**config.mk**
```make
export PLATFORM = sky130hd
export DESIGN_NAME = pio_param_writer
export DESIGN_NICKNAME = d
export VERILOG_FILES = /design/src/rtl/pio_param_writer.sv
export SDC_FILE = /design/constraint.sdc
export NUM_CORES = 1
export LEC_CHECK = 0
export BUFFER_PORTS_ARGS = -buffer_cell sky130_fd_sc_hd__buf_2
export CELL_PAD_IN_SITES_DETAIL_PLACEMENT = 0
export CELL_PAD_IN_SITES_GLOBAL_PLACEMENT = 2
export CORE_MARGIN = 3
export CORE_UTILIZATION = 28
export CTS_CLUSTER_SIZE = 30
export DETAILED_ROUTE_END_ITERATION = 10
export PLACE_DENSITY = 0.88
export SYNTH_ARGS = -nofsm -noshare
export SYNTH_HDL_FRONTEND = slang
export SYNTH_SLANG_ARGS = --single-unit
```
**constraint.sdc**
```tcl
create_clock -name clk -period 3.55 [get_ports clk]
set_clock_uncertainty 0.2 [all_clocks]
set_input_delay 0.1775 -clock clk [delete_from_list [all_inputs] [get_ports clk]]
set_output_delay 0.1775 -clock clk [all_outputs]
set_load 0.03 [all_outputs]
```
**src/rtl/pio_param_writer.sv**
```systemverilog
// pio_param_writer: writes NUM_WORDS snapshotted words to strided Avalon-MM PIO slaves; PIO_PARAM_WRITER_READBACK_EN adds readback verification
module pio_param_writer #(
  parameter int          NUM_WORDS = 4,
  parameter int          DATA_W    = 27,
  parameter logic [31:0] BASE_ADDR = 32'h0000_0000,
  parameter logic [31:0] STRIDE    = 32'd16
) (
  input  logic                          clk,
  input  logic                          reset,
  input  logic                          start,
  input  logic [NUM_WORDS*DATA_W-1:0]   param_data,
  output logic [31:0]                   avm_address,
  output logic                          avm_write,
  output logic [31:0]                   avm_writedata,
  output logic                          avm_read,
  input  logic [31:0]                   avm_readdata,
  input  logic                          avm_waitrequest,
  output logic                          busy,
  output logic                          done,
  output logic                          error
);
  localparam int IW = NUM_WORDS > 1 ? $clog2(NUM_WORDS) : 1;
`ifdef PIO_PARAM_WRITER_READBACK_EN
  typedef enum logic [1:0] {IDLE, WRITE, READ, DONE} state_t;
`else
  typedef enum logic [1:0] {IDLE, WRITE, DONE} state_t;
`endif
  state_t                        state_q, state_d;
  logic [IW-1:0]                 idx_q, idx_d;
  logic [NUM_WORDS*DATA_W-1:0]   snap_q, snap_d;
  logic                          err_q, err_d;
  logic [DATA_W-1:0]             word;
  logic                          last;
  logic                          unused_rd;
  assign word      = snap_q[idx_q*DATA_W +: DATA_W];
  assign last      = idx_q == IW'(NUM_WORDS-1);
  assign unused_rd = ^avm_readdata;
  always_ff @(posedge clk) begin
    if (reset) begin
      state_q <= IDLE;
      idx_q   <= '0;
      snap_q  <= '0;
      err_q   <= 1'b0;
    end else begin
      state_q <= state_d;
      idx_q   <= idx_d;
      snap_q  <= snap_d;
      err_q   <= err_d;
    end
  end
  always_comb begin
    state_d = state_q;
    idx_d   = idx_q;
    snap_d  = snap_q;
    err_d   = err_q;
    case (state_q)
      IDLE: if (start) begin
        snap_d  = param_data;
        idx_d   = '0;
        err_d   = 1'b0;
        state_d = WRITE;
      end
      WRITE: if (!avm_waitrequest) begin
`ifdef PIO_PARAM_WRITER_READBACK_EN
        state_d = READ;
`else
        state_d = last ? DONE : WRITE;
        idx_d   = last ? idx_q : idx_q + IW'(1);
`endif
      end
`ifdef PIO_PARAM_WRITER_READBACK_EN
      READ: if (!avm_waitrequest) begin
        err_d   = err_q | (avm_readdata[DATA_W-1:0] != word);
        state_d = last ? DONE : WRITE;
        idx_d   = last ? idx_q : idx_q + IW'(1);
      end
`endif
      DONE: state_d = IDLE;
      default: state_d = IDLE;
    endcase
  end
  assign avm_write = state_q == WRITE;
`ifdef PIO_PARAM_WRITER_READBACK_EN
  assign avm_read = state_q == READ;
`else
  assign avm_read = 1'b0;
`endif
  // Bus fields read as zero whenever no strobe is active, including right after reset.
  assign avm_address   = (avm_write || avm_read) ? BASE_ADDR + 32'(idx_q) * STRIDE : '0;
  assign avm_writedata = avm_write ? 32'(word) : '0;
  assign busy          = state_q != IDLE;
  assign done          = state_q == DONE;
  assign error         = err_q;
endmodule

```
==> impl_metrics.ini, run 1 <==
[drt]
wl_per_cell_um = 13.0
wirelength_mm = 13.6
drc = 0
dr.first_iter.drc_count = 165
dr.pass1.iters = 4
via_count = 4565
vias_per_cell = 4.36
route.antenna.remaining_nets = 0

[global_route]
grt_antenna_before_repair = 0
grt_pass1_wl_mm = 22.6
grtUsageTotal_pct = 14.1
grt_max_degree = 83
grt_pass1_vias = 4669
grt.overflow.total = 0

[logic_synthesis]
synthFlopType = dfxtp_1
synth_area_sq_mm = 0.00503
synth_area_leaders = dfxtp_1 45%, nand2_1 16%, mux4_2 12%
yosysTopAreaCell = dfxtp_1
synth_edf_count = 0
synth.top_cell.area_share_pct = 44.6
yosysWarnings = 0
yosys.cell_types.count = 22
seq_area_frac_synth_pct = 44.6
avgSynthCellArea_sq_um = 8.46
yosys_register_bits = 112
synth_cells = 595
async_flop_share_pct = 0

[power]
clkPwrFrac_pct = 37.0
p_leak_uw = 0.00301
swShare_pct = 25.3
finalPower_uw = 2960
power.density_mw_per_mm2 = 416
irDropWorstVdd_mv = 0.211
internal-power_uw = 2220
p_switching_uw = 749
power.share.sequential_pct = 46.5
combPwrFrac_pct = 16.6

[worst_hold_path]
hold_class = reg -> reg
min_from = snap_q[96]

[clocking]
cts_resized = 0
clock_latency_ns = 0.34
htreeDepth = 3
cts_buffers = 9
cts_root_buf = clkbuf_16
cts.sinks = 112
clk_pin_slew_ns = 0.07
cts_tree = yes
cts_max_path_buffers = 2
post-cts-setup-buffers = 0

[floorplanning]
start_util_pct = 28.9
die_x_um = 140
io_pins = 213
fp-row-count = 48
die_h_um = 140
core-area_sq_mm = 0.0174
fp.dieArea_sq_mm = 0.0196

[final_layout]
nNetsFinal = 964
mostFrequentLayoutCells = 218 x nand2_1, 142 x buf_2, 111 x a21oi_1, 110 x dfxtp_1, 109 x dlygate4sd3_1
layout.cells.most_common = nand2_1
seq_area_sq_mm = 0.00224
diodes = 0
multi_input_area_sq_mm = 0.00239
area_growth_pct = 41.7
drive_gt1_share_pct = 23.8
fillers = 1806

[timing]
relSlewSlack_pct = 39.6
clock.fmax_mhz = 349
post-route-period-util_pct = 80.6
rsz0062_at_grt = no
period_minus_slack_ns = 2.86
setup-tns-final_ns = 0
final-setup-viol-count = 0
fin_ws_ns = 0.688
slew_violations = 0
finalHoldViolations = 0
worst_slew_pin_slew_ns = 0.906

[critical_path]
required_ns = 3.17
critPathArrivalTime_ns = 2.48
r2r_setup_slack_ns = 1.50
cp-endpoint = avm_writedata[11]
cp-start-kind = register
worstSetupPathType = reg -> out
critPathMaxFanout = 22
worst_r2r_path_depth = 4
worstSetupStartpoint = idx_q[0]
worstReg2RegEnd = idx_q[1]
r2r-start = idx_q[0]
endpoint_kind = output pin

[placed_design]
place_ws_ns = 0.977
hpwlAfterDp_mm = 8.52
gp_congestion = 0.691
port-buffer-count = 143

[flow_run]
drv_cap = 0

[outcome]
status = complete, no violations
-- registers in the layout, summed over array words and instances (netlist names) --
name	count
state_q	2
snap_q	108
idx_q	2
-- Yosys cell counts (2+ instances only) --
library cell,number
buf_6,5
a21oi_1,111
buf_2,25
or3_1,2
clkbuf_1,14
nand2b_1,2
mux4_2,27
dfxtp_1,112
nor2_1,3
inv_1,3
and2_1,27
nand2_1,218
buf_4,37
-- power groups by stage --
| stage | clock (uW) | combinational [uW] | sequential, uW |
|---|---|---|---|
| after floorplan | 0 | 330 | 1390 |
| after global placement | 0 | 402 | 1410 |
| after detailed placement | 0 | 405 | 1410 |
| after CTS | 1140 | 498 | 1380 |
| after global routing | 1170 | 550 | 1390 |
| final | 1100 | 492 | 1380 |
-- worst min-delay path by stage --
stage	end	slack, ns	cells past startpoint
6_report	snap_q[96]	0.25	2
5_1_grt	snap_q[50]	0.27	2
4_1_cts	state_q[0]	0.24	2
3_5_place_dp	snap_q[93]	0.22	3
3_3_place_gp	snap_q[67]	0.22	3
2_1_floorplan	snap_q[0]	0.11	2
-- worst max-delay path, stage by stage (launching register included) --
cell and delay, ns:
dfxtp_2 0.90, buf_4 0.37, mux4_2 0.51, and2_1 0.17
buf_2 0.17
-- per-stage QoR --
step           cells  hold WS, ns  util, %  cell area (sq um)
2_1_floorplan    631        0.113        -               5170
4_1_cts         1048        0.237     40.9               7130
3_5_place_dp     924        0.225     32.8               5720
6_report        1048        0.253     40.9               7130
5_1_grt         1048        0.272     40.9               7130
3_3_place_gp     924        0.222     32.8               5720
-- cell families after synthesis --
group,synth area share [%]
and+or+nand+nor,21.3
buffers and inverters,10.7
DFF,44.6
adders and majority gates,0.249
other,0.0745
muxes,12.1
AOI/OAI and AO/OA,11.0
-- metal layers --
layer / wire, um / track usage (%)
met1: 6130 / 17.0
met2: 6680 / 25.2
met3: 556 / 3.04
met4: 210 / 4.18
met5: 0 / 0
-- cell type report --
type                    count  area share, %
multi-input cells         434           33.6
repair buffers            259           26.3
well taps                 225           3.95
clock buffers              12           3.60
clock inverters             3          0.913
flip-flops and latches    112           31.5
inverters                   3          0.158
-- what timing repair did --
action                                  CTS  global route
hold endpoints to repair                112             0
endpoints found under the setup margin    0             0
hold buffers                            109             0
Power figures use the tool's default switching activity.
==> inputs of run 2 (changes only) <==
--- a/config.mk
+++ b/config.mk
@@ -9,10 +9,10 @@
 export CELL_PAD_IN_SITES_DETAIL_PLACEMENT = 0
 export CELL_PAD_IN_SITES_GLOBAL_PLACEMENT = 2
 export CORE_MARGIN = 3
-export CORE_UTILIZATION = 28
+export CORE_UTILIZATION = 24
 export CTS_CLUSTER_SIZE = 30
 export DETAILED_ROUTE_END_ITERATION = 10
-export PLACE_DENSITY = 0.88
+export PLACE_DENSITY = 0.8
 export SYNTH_ARGS = -nofsm -noshare
 export SYNTH_HDL_FRONTEND = slang
 export SYNTH_SLANG_ARGS = --single-unit
==> constraint.sdc (replaced) <==
create_clock -name clk -period 2.3 [get_ports clk]
set_clock_uncertainty 0.2 [all_clocks]
set_input_delay 0.115 -clock clk [delete_from_list [all_inputs] [get_ports clk]]
set_output_delay 0.115 -clock clk [all_outputs]
set_load 0.03 [all_outputs]
==> run 2 against run 1 <==
Sequential power is 53% higher; sequential cell count is the same; non-clock buffer count is 6 higher; total power is 48% higher; global-route usage fell by 1.4 points; routed wire length up 5.9%; final area increased by 1.7%; first-iteration DRC count is 11% lower; utilization shrank 5.4 points; sequential share of layout area down 0.54 points; largest cell class unchanged.
==> impl_metrics.ini, run 2 (same netlist as run 1, synthesis figures left out) <==
[clocking]
htreeDepth = 3
clock_latency_ns = 0.35
cts_buffers = 9
post-cts-setup-buffers = 0
clk_pin_slew_ns = 0.07
cts_tree = yes
cts_max_path_buffers = 2
cts.sinks = 112
cts_root_buf = clkbuf_16

[floorplanning]
io_pins = 213
die_h_um = 151
die_x_um = 151
fp-row-count = 52
core-area_sq_mm = 0.0204
start_util_pct = 24.6
fp.dieArea_sq_mm = 0.0227

[global_route]
grt.overflow.total = 0
grt_max_degree = 60
grt_antenna_before_repair = 1
grt_pass1_vias = 4516
grt_pass1_wl_mm = 22.8
grtUsageTotal_pct = 12.7

[timing]
finalHoldViolations = 0
setup-tns-final_ns = 0
period_minus_slack_ns = 2.15
fin_ws_ns = 0.148
hold_ws_ns = 0.0456
relSlewSlack_pct = 60.7
post-route-period-util_pct = 93.6
slew_violations = 0
final-setup-viol-count = 0
rsz0062_at_grt = no
worst_slew_pin_slew_ns = 0.581
clock.fmax_mhz = 465

[critical_path]
worstSetupStartpoint = idx_q[1]
cp-start-kind = register
critPathMaxFanout = 13
cp-endpoint = avm_writedata[21]
worstReg2RegEnd = idx_q[1]
r2r_setup_slack_ns = 0.46
critPathArrivalTime_ns = 1.84
required_ns = 1.99
worst_r2r_path_depth = 5
endpoint_kind = output pin
worstSetupPathType = reg -> out
r2r-start = idx_q[0]

[final_layout]
fillers = 2185
mostFrequentLayoutCells = 218 x nand2_1, 142 x buf_2, 111 x a21oi_1, 110 x dfxtp_1, 109 x dlygate4sd3_1
max_flop_register = snap_q
diodes = 0
area_growth_pct = 44.1
largest_register_ffs = 108
finish.utilization_pct = 35.5
drive_gt1_share_pct = 24.2
top_regs = snap_q (108), idx_q (2), state_q (2)
nNetsFinal = 970
layout.cells.most_common = nand2_1

[drt]
wl_per_cell_um = 13.1
dr.first_iter.drc_count = 147
wl_met1_mm = 6.84
highest_layer = met4
wl_met2_mm = 6.72
vias_per_cell = 4.12
via_count = 4531
met3WireLength_um = 616
drc = 0
dr.pass1.iters = 4
wirelength_mm = 14.4
route.antenna.remaining_nets = 0

[power]
clkPwrFrac_pct = 33.4
p_switching_uw = 1180
irDropWorstVdd_mv = 0.324
power.density_mw_per_mm2 = 605
combPwrFrac_pct = 18.3
internal-power_uw = 3200
p_leak_uw = 0.00303
power.share.sequential_pct = 48.2
swShare_pct = 26.9
finalPower_uw = 4380

[placed_design]
gp_congestion = 0.696
hpwlAfterDp_mm = 9.33
port-buffer-count = 143
place_ws_ns = 0.441

[worst_hold_path]
hold_class = in -> reg

[flow_run]
drv_cap = 0

[outcome]
status = complete, no violations
## run 2: metal layers
layer / track usage [%] / vias up
met5: 0 / -
li1: - / 2337
met4: 3.81 / 0
met1: 17.1 / 2067
met3: 2.48 / 14
met2: 20.7 / 113
## run 2: worst min-delay path by stage
stage / to / start / cells after the start
floorplan: snap_q[0] / param_data[0] / 2
finish: snap_q[12] / reset / 2
detailed placement: snap_q[58] / param_data[58] / 3
CTS: state_q[0] / reset / 2
global route: state_q[0] / reset / 2
global placement: snap_q[95] / param_data[95] / 3
## run 2: critical path: stages, from the launching register on
cell     delay (ns)
dfxtp_2        0.47
buf_4          0.32
mux4_2         0.35
and2_1         0.16
buf_2          0.17
## run 2: timing repair
item,4_1_cts,5_1_grt
resized for setup,0,1
setup endpoints to repair,0,7
hold buffers,109,0
endpoints found under the hold margin,112,0
## run 2: layout make-up
type,instances,area [sq um],share of cell area [%]
multi-input combinational,434,2390,33.0
clock buffer,14,254,3.50
clock inverter,2,15.0,0.207
sequential,112,2240,31.0
tap,270,338,4.66
timing repair buffer,265,1990,27.5
inverter,3,11.3,0.155
## run 2: metrics by stage
stage	instances	area [sq um]
floorplan	631	5170
global placement	975	5890
detailed placement	975	5890
CTS	1100	7250
global route	1100	7250
finish	1100	7250
## run 2: power by group through the flow
stage	Sequential (uW)	Clock, uW	Combinational [uW]
2_1_floorplan	2140	0	510
3_3_place_gp	2160	0	668
3_5_place_dp	2160	0	673
4_1_cts	2110	1540	817
5_1_grt	2130	1600	899
6_report	2110	1470	804
